==> config.mk <==
export PLATFORM = sky130hd
export DESIGN_NAME = dividi
export DESIGN_NICKNAME = d
export VERILOG_FILES = /design/src/rtl/dividi_pkg.sv /design/src/rtl/dividi_paso.sv /design/src/rtl/dividi.sv
export SDC_FILE = /design/constraint.sdc
export NUM_CORES = 1
export LEC_CHECK = 0
export CAP_MARGIN = 5
export CORE_ASPECT_RATIO = 1.5
export CORE_MARGIN = 4
export CORE_UTILIZATION = 41
export DETAILED_ROUTE_END_ITERATION = 6
export DONT_BUFFER_PORTS = 1
export GPL_TIMING_DRIVEN = 0
export SYNTH_ARGS = -nofsm -noshare
export SYNTH_HDL_FRONTEND = slang
export SYNTH_SLANG_ARGS = --single-unit
export TNS_END_PERCENT = 50
==> constraint.sdc <==
create_clock -name CLOCK -period 4.7 [get_ports CLOCK]
set_input_delay 0.235 -clock CLOCK [delete_from_list [all_inputs] [get_ports CLOCK]]
set_output_delay 0.235 -clock CLOCK [all_outputs]
set_load 0.01 [all_outputs]
==> src/rtl/dividi_pkg.sv <==
// Shared types for the sequential restoring divider.
package dividi_pkg;

  typedef enum logic [1:0] {
    IDLE = 2'd0,
    CALC = 2'd1,
    DONE = 2'd2
  } div_state_t;

endpackage

==> src/rtl/dividi_paso.sv <==
// One restoring-division step: shift {rem,quo} left, trial-subtract D, restore on borrow.
module dividi_paso #(
  parameter int tamano = 16
) (
  input  logic [tamano:0]   rem_i,
  input  logic [tamano-1:0] quo_i,
  input  logic [tamano-1:0] d_i,
  output logic [tamano:0]   rem_o,
  output logic [tamano-1:0] quo_o
);

  logic [tamano+1:0] rem_sh_s;
  logic [tamano+1:0] trial_s;

  // Shift in the next dividend bit, then keep the difference only if it did not borrow
  always_comb begin
    rem_sh_s = {rem_i, quo_i[tamano-1]};
    // rem_i < D keeps both operands below 2^(T+1), so bit T+1 is a valid sign
    trial_s  = rem_sh_s - {2'b00, d_i};
    quo_o    = {quo_i[tamano-2:0], 1'b0};
    if (trial_s[tamano+1] == 1'b0) begin
      rem_o    = trial_s[tamano:0];
      quo_o[0] = 1'b1;
    end else begin
      rem_o    = rem_sh_s[tamano:0];
    end
  end

endmodule

==> src/rtl/dividi.sv <==
// Sequential unsigned divider: 2T-bit dividend / T-bit divisor, one quotient bit per clock,
// with START / END_DIV one-shot handshake and zero-divisor / overflow flags.
module dividi
  import dividi_pkg::*;
#(
  parameter int tamano = 16
) (
  input  logic                  CLOCK,
  input  logic                  RESET,
  input  logic                  START,
  input  logic [2*tamano-1:0]   N,
  input  logic [tamano-1:0]     D,
  output logic [tamano-1:0]     Q,
  output logic [tamano-1:0]     R,
  output logic                  BUSY,
  output logic                  END_DIV,
  output logic                  DIV_ZERO,
  output logic                  OVF
);

  localparam int              CW   = $clog2(tamano) + 1;
  localparam logic [CW-1:0]   LAST = CW'(tamano - 1);
  localparam logic [CW-1:0]   ONE  = CW'(1);

  div_state_t          state_q, state_d;
  logic [CW-1:0]       cnt_q, cnt_d;
  logic [tamano:0]     rem_q, rem_d;
  logic [tamano-1:0]   quo_q, quo_d;
  logic [tamano-1:0]   dv_q, dv_d;
  logic [tamano-1:0]   q_q, q_d;
  logic [tamano-1:0]   r_q, r_d;
  logic                busy_q, busy_d;
  logic                end_q, end_d;
  logic                dz_q, dz_d;
  logic                ovf_q, ovf_d;

  logic [tamano:0]     step_rem_s;
  logic [tamano-1:0]   step_quo_s;

  dividi_paso #(.tamano(tamano)) u_paso (
    .rem_i (rem_q),
    .quo_i (quo_q),
    .d_i   (dv_q),
    .rem_o (step_rem_s),
    .quo_o (step_quo_s)
  );

  // Next-state, datapath and registered-output logic
  always_comb begin
    state_d = state_q;
    cnt_d   = cnt_q;
    rem_d   = rem_q;
    quo_d   = quo_q;
    dv_d    = dv_q;
    q_d     = q_q;
    r_d     = r_q;
    busy_d  = busy_q;
    end_d   = 1'b0;
    dz_d    = dz_q;
    ovf_d   = ovf_q;
    case (state_q)
      IDLE: begin
        if (START) begin
          dv_d  = D;
          dz_d  = 1'b0;
          ovf_d = 1'b0;
          if (D == {tamano{1'b0}}) begin
            dz_d    = 1'b1;
            q_d     = {tamano{1'b1}};
            r_d     = {tamano{1'b0}};
            end_d   = 1'b1;
            state_d = DONE;
          end else if (N[2*tamano-1:tamano] >= D) begin
            // Upper half >= D means the quotient needs more than T bits
            ovf_d   = 1'b1;
            q_d     = {tamano{1'b1}};
            r_d     = {tamano{1'b0}};
            end_d   = 1'b1;
            state_d = DONE;
          end else begin
            rem_d   = {1'b0, N[2*tamano-1:tamano]};
            quo_d   = N[tamano-1:0];
            cnt_d   = {CW{1'b0}};
            busy_d  = 1'b1;
            state_d = CALC;
          end
        end else begin
          state_d = IDLE;
        end
      end
      CALC: begin
        rem_d = step_rem_s;
        quo_d = step_quo_s;
        cnt_d = cnt_q + ONE;
        if (cnt_q == LAST) begin
          q_d     = step_quo_s;
          r_d     = step_rem_s[tamano-1:0];
          busy_d  = 1'b0;
          end_d   = 1'b1;
          state_d = DONE;
        end else begin
          state_d = CALC;
        end
      end
      DONE: begin
        state_d = IDLE;
      end
      default: begin
        busy_d  = 1'b0;
        state_d = IDLE;
      end
    endcase
  end

  // State and result registers
  always_ff @(posedge CLOCK or posedge RESET) begin
    if (RESET) begin
      state_q <= IDLE;
      cnt_q   <= {CW{1'b0}};
      rem_q   <= {(tamano+1){1'b0}};
      quo_q   <= {tamano{1'b0}};
      dv_q    <= {tamano{1'b0}};
      q_q     <= {tamano{1'b0}};
      r_q     <= {tamano{1'b0}};
      busy_q  <= 1'b0;
      end_q   <= 1'b0;
      dz_q    <= 1'b0;
      ovf_q   <= 1'b0;
    end else begin
      state_q <= state_d;
      cnt_q   <= cnt_d;
      rem_q   <= rem_d;
      quo_q   <= quo_d;
      dv_q    <= dv_d;
      q_q     <= q_d;
      r_q     <= r_d;
      busy_q  <= busy_d;
      end_q   <= end_d;
      dz_q    <= dz_d;
      ovf_q   <= ovf_d;
    end
  end

  assign Q        = q_q;
  assign R        = r_q;
  assign BUSY     = busy_q;
  assign END_DIV  = end_q;
  assign DIV_ZERO = dz_q;
  assign OVF      = ovf_q;

endmodule

# [Yosys cells after proc, flatten, opt, wreduce, memory -nomap -nowiden]
# Cells that the tools add are included.
[op_classes] eq_ne=8 n_mux=41 reduce_logical=7 n_lt_le_gt_ge=1 bitwise=1 add_sub_neg=2
[ops] operator="two-way mux 16 bit" n=11
[ops] operator="case mux 16 bit (2 select lines)" n=3
[ops] operator="two-way mux 17 bit" n=4
[ops] operator="case mux 17 bit (2 select lines)" n=1
[ops] operator="subtractor 18 x 16 -> 18 bit" n=1
[ops] operator=">= comparator 16 bit" n=1
[ops] operator="zero test 16 bit" n=1
[ops] operator="two-way mux 5 bit" n=3
[ops] operator="two-way mux 1 bit" n=11
[ops] operator="case mux 5 bit (2 select lines)" n=1
[ops] operator="two-way mux 2 bit" n=4
[ops] operator="!= test 2 bit (second input constant)" n=4
[ops] operator="AND reduction 4 bit" n=2
[ops] operator="adder 5 x 1 -> 5 bit (second input constant)" n=1
[ops] operator="equality test 5 x 4 -> 1 bit (second input constant)" n=1
[ops] operator="AND reduction 5 bit" n=1
[ops] operator="case mux 2 bit (2 select lines)" n=1
[ops] operator="!= test 3 bit (second input constant)" n=1
[ops] operator="case mux 1 bit (3 select lines)" n=1
[ops] operator="equality test 2 x 1 -> 1 bit (second input constant)" n=1
[ops] operator="equality test 2 bit (second input constant)" n=1
[ops] operator="zero test 2 bit" n=1
[ops] operator="case mux 1 bit (2 select lines)" n=1
[ops] operator="AND reduction 2 bit" n=1
[ops] operator="2 further kinds" n=2
[totals] reg_bits=92 out_inout_bits=36 elab_cells=71 inputBits=51

# [Depth between registers and ports, before layout]
[logic_depth] depth_word=5 ltp_mapped=12 mapped_depth_nobuf=12

# [Hierarchy]
# From an unflattened synthesis, not the netlist that was laid out.
[unflattened] cells_unflattened=527 area_unflattened_um2=5392.7
[by_module_without_submodules] module="dividi" area_each_um2=4129.0 instances=1 seq_area_each_um2=2277.2 cells_per_inst=364
[by_module_without_submodules] module="dividi_paso" area_each_um2=1263.7 instances=1 seq_area_each_um2=0.0 cells_per_inst=163

# [Worst setup path after synthesis]
# No wires, ideal clock.
[synth_path] kind="flip-flop to flip-flop" start="register quo_q[15]" end="register rem_q[16]" required_time_ns=4.568 setup_time_ns=0.132 period_less_slack_ns=2.630 t_arrival_ns=2.498 path_buffers=0 path_stages_with_launch=13 path_slack_ns=2.070 cell_sequence="dfrtp_1 > inv_1 > ha_1 > inv_1 > fa_1 > a211oi_2 > o211ai_1 > and3_1 > o41a_1 > a221oi_1 > nand2_1 > xor2_1 > o21ai_1"
[synth_via] elab_chain_len=3
[synth_rtl] item="start: declaration" line_no="dividi.sv:28" rtl="logic [tamano-1:0] quo_q, quo_d;"
[synth_rtl] item="start signal: assignment" line_no="dividi.sv:121" rtl="quo_q <= {tamano{1'b0}};"
[synth_rtl] item="start signal: assignment" line_no="dividi.sv:133" rtl="quo_q <= quo_d;"
[synth_rtl] item="subtractor 18 x 16 -> 18 bit" line_no="dividi_paso.sv:19" rtl="trial_s = rem_sh_s - {2'b00, d_i};"
[synth_rtl] item="two-way mux 17 bit" line_no="dividi_paso.sv:21" rtl="if (trial_s[tamano+1] == 1'b0) begin"
[synth_rtl] item="case mux 17 bit (2 select lines)" line_no="dividi.sv:61" rtl="case (state_q)"
[synth_rtl] item="end signal: assignment" line_no="dividi.sv:120" rtl="rem_q <= {(tamano+1){1'b0}};"
[synth_rtl] item="end signal: assignment" line_no="dividi.sv:132" rtl="rem_q <= rem_d;"
[synth_rtl] item="end: declaration" line_no="dividi.sv:27" rtl="logic [tamano:0] rem_q, rem_d;"
# No other way between the ends.
# A chain may end at the register's enable or synchronous reset.

# [Worst setup path after layout]
# Ends and elaborated chain as after synthesis.

==> metrics.cfg <==
[status]
status = finished, final reports clean

[timing]
period_needed_ns = 3.029
setup_viol = 0
clock.fmax_ghz = 0.3302
whs_ns = 0.005655
worstMarginPinSlew_ns = 0.9147
setup_ws_ns = 1.671
timing.slew.headroom_pct = 38.89
skew_ns = 0.009316
finalMaxSlewViolations = 0
hold_viol_final = 0
tns_ns = 0
rsz0062_at_grt = no
post-route-period-util_pct = 64.44

[routing]
drt_iter0_markers = 247
viasPerCell = 5.598
num_vias = 4008
dr.pass1.iters = 4
post_drt_wl_per_cell_um = 19.30
drc = 0
ant_nets = 0
wl_mm = 13.82

[setup_path]
critPathKind = register to register
critPathMaxStageDelay_ns = 0.44
crit_top_cell = inv_1
cp-end-kind = register
critPathArrivalTime_ns = 3.23
path_cells = inv_1 -> ha_1 -> inv_1 -> fa_1 -> a211oi_2 -> o211ai_1 -> and3_1 -> o41a_1 -> a221oi_1 -> nand2_1 -> xor2_1 -> o21ai_1
crit_path_max_fanout = 3
required_ns = 4.90
startpoint_type = register
slowest_stage = fa_1

[global_route]
antenna_found_initial = 0
use_met1_pct = 22.68
grt-ovfl-total = 0
use_met3_pct = 5.187
met2_usage_pct = 34.69
grt_pass1_vias = 4295
top_usage_layer = met2
grt_util_all_layers_pct = 19.59
grt_first_pass_wirelength_mm = 22.40
grt_max_degree = 49

[placement]
placedInstanceArea_sq_mm = 0.005353
dp_hpwl_mm = 10.51
port_buffers = 0
dpl_worst_slack_ns = 1.700
place.gp.congestion = 0.8358
placed_cells = 700

[clock_tree]
cts_buffers = 9
cts_resized = 0
clk_latency_ns = 0.34
clockRootBuffer = clkbuf_16
cts_num_sinks = 91
h-tree-depth = 3
clk_pin_slew_ns = 0.07
cts_tree = built
cts_buffer_depth = 2

[floorplan]
core_sq_mm = 0.01214
die_area_sq_mm = 0.01441
initial_core_util_pct = 42.27
ios = 87
rows = 49
die_h_um = 145.0
fp.dieW_um = 99.34

[logic_synthesis]
synthDistinctLibCells = 61
syn-num-nets = 632
synth_top_area_share_pct = 44.38
yosys.area.top_type = dfrtp_1
synth.cell_area_sq_mm = 0.005131
synthArstFlopShare_pct = 100.0
synth_top_flop_cell = dfrtp_1
synth_edf_count = 0
avgSynthCellArea_sq_um = 9.398
synthTopCellsByCount = 91 x dfrtp_1, 57 x nand2_1, 54 x a21oi_1, 46 x o21ai_0, 38 x inv_1
ys.warnings.count = 0
yosysSeqAreaShare_pct = 44.38
yosysMostFrequentCell = dfrtp_1
synth_area_leaders = dfrtp_1 44%, ha_1 8.3%, a21oi_1 5.3%
syn_inst = 546
ys_seq_elements = 91

[power]
ir_worst_vdd_mv = 0.3710
p_per_area_mw_per_mm2 = 880.7
power.leakage_nw = 2.622

[final_layout]
n_fill_cell = 1181
nets = 645
final_cells = 716
antennaDiodeCount = 0
drive_gt1_share_pct = 7.460
post-route-cell-area_sq_mm = 0.005689
area_delta_synth_final_pct = 10.88

[min_path]
worstHoldPathType = primary input to register

[run]
drv_cap = 0

==> area by class of cell <==
type | count | area (sq um) | share of cell area, %
clock buffers | 11 | 252.7 | 4.442
repair buffers | 2 | 37.54 | 0.6598
multi-input cells | 392 | 2591 | 45.55
well taps | 153 | 191.4 | 3.365
flip-flops and latches | 91 | 2277 | 40.03
clock inverters | 4 | 73.82 | 1.298
plain buffers | 24 | 116.4 | 2.045
inverters | 39 | 148.9 | 2.617
==> what timing repair did <==
action,4_1_cts,5_1_grt
endpoints found under the hold margin,47,0
setup endpoints to repair,0,0
setup buffers,0,0
hold buffers,1,0
==> sequential cells by signal, summed over array words and instances, names as in the netlist <==
register / flops
rem_q: 17
END_DIV: 1
Q: 16
cnt_q: 5
OVF: 1
state_q: 1
DIV_ZERO: 1
dv_q: 16
BUSY: 1
quo_q: 16
R: 16
==> power by group <==
part / leakage, nW / internal, mW / switching (mW)
clock network: 0.162 / 0.492 / 0.301
registers: 1.07 / 1.16 / 0.316
logic: 1.39 / 1.12 / 1.62
==> worst max-delay path, delay by kind of cell (launching register included) <==
family                   cells  cell delay, ns
AO/OA/AOI/OAI                5            1.27
adder cells (fa/ha/maj)      2            0.62
flip-flops                   1            0.35
AND/OR/NAND/NOR              2            0.33
buffers and inverters        2            0.16
XOR/XNOR                     1            0.16
==> through the flow <==
stage                     util (%)  total power [mW]
final                        46.87             5.011
after global routing         46.87             5.444
after CTS                    46.87             5.037
after detailed placement     44.09             4.211
after global placement       43.85             4.145
after floorplan                  -             3.537
==> layout by cell type, fill, tap and decap left out, types with 4 or more instances in the layout <==
cell | Yosys | layout
dfrtp_1 | 91 | 91
nand2_1 | 57 | 57
a21oi_1 | 54 | 54
o21ai_0 | 46 | 46
inv_1 | 38 | 37
ha_1 | 34 | 34
nor2_1 | 29 | 29
mux2i_1 | 26 | 26
nor2b_1 | 19 | 19
clkbuf_1 | 12 | 12
o21ai_1 | 12 | 12
a22oi_1 | 11 | 11
a21o_1 | 10 | 10
xnor2_1 | 9 | 9
clkbuf_16 | 0 | 9
buf_2 | 8 | 8
nand3_1 | 7 | 7
and3_1 | 7 | 7
nor3_1 | 5 | 5
nand2b_1 | 4 | 4
nor4_1 | 4 | 4
==> kinds of logic (layout without fill, tap and decap cells) <==
kind of cell	count (synthesis)	in the layout	synth area share, %
AO/OA/AOI/OAI	169	169	20.09
XOR/XNOR	12	12	2.195
adder cells (fa/ha/maj)	35	35	8.681
buffers and inverters	63	80	5.120
flip-flops	91	91	44.38
multiplexers	29	29	5.803
AND/OR/NAND/NOR	147	147	13.73
==> worst paths after layout <==
check                                            from               endpoint  slack [ns]  depth (start not counted)
worst min register to register    dv_q[0]$_DFFE_PP0P_    dv_q[0]$_DFFE_PP0P_        0.50                          2
worst max-delay path            quo_q[15]$_DFFE_PP0P_  rem_q[16]$_DFFE_PP0P_        1.67                         12
worst max register to register  quo_q[15]$_DFFE_PP0P_  rem_q[16]$_DFFE_PP0P_        1.67                         12
worst min-delay path                             D[0]    dv_q[0]$_DFFE_PP0P_       0.006                          2
min in group asynchronous                       RESET      Q[12]$_DFFE_PP0P_        0.46                          2
max in group asynchronous                       RESET   dv_q[12]$_DFFE_PP0P_        3.62                          3
==> routing by layer <==
metal	vias to the layer above	part of all wire, %
met5	-	0
met4	0	1.8
met3	13	6.7
met2	100	52
met1	1955	39
li1	1940	-
No activity file was read; power rests on OpenSTA's default activity.
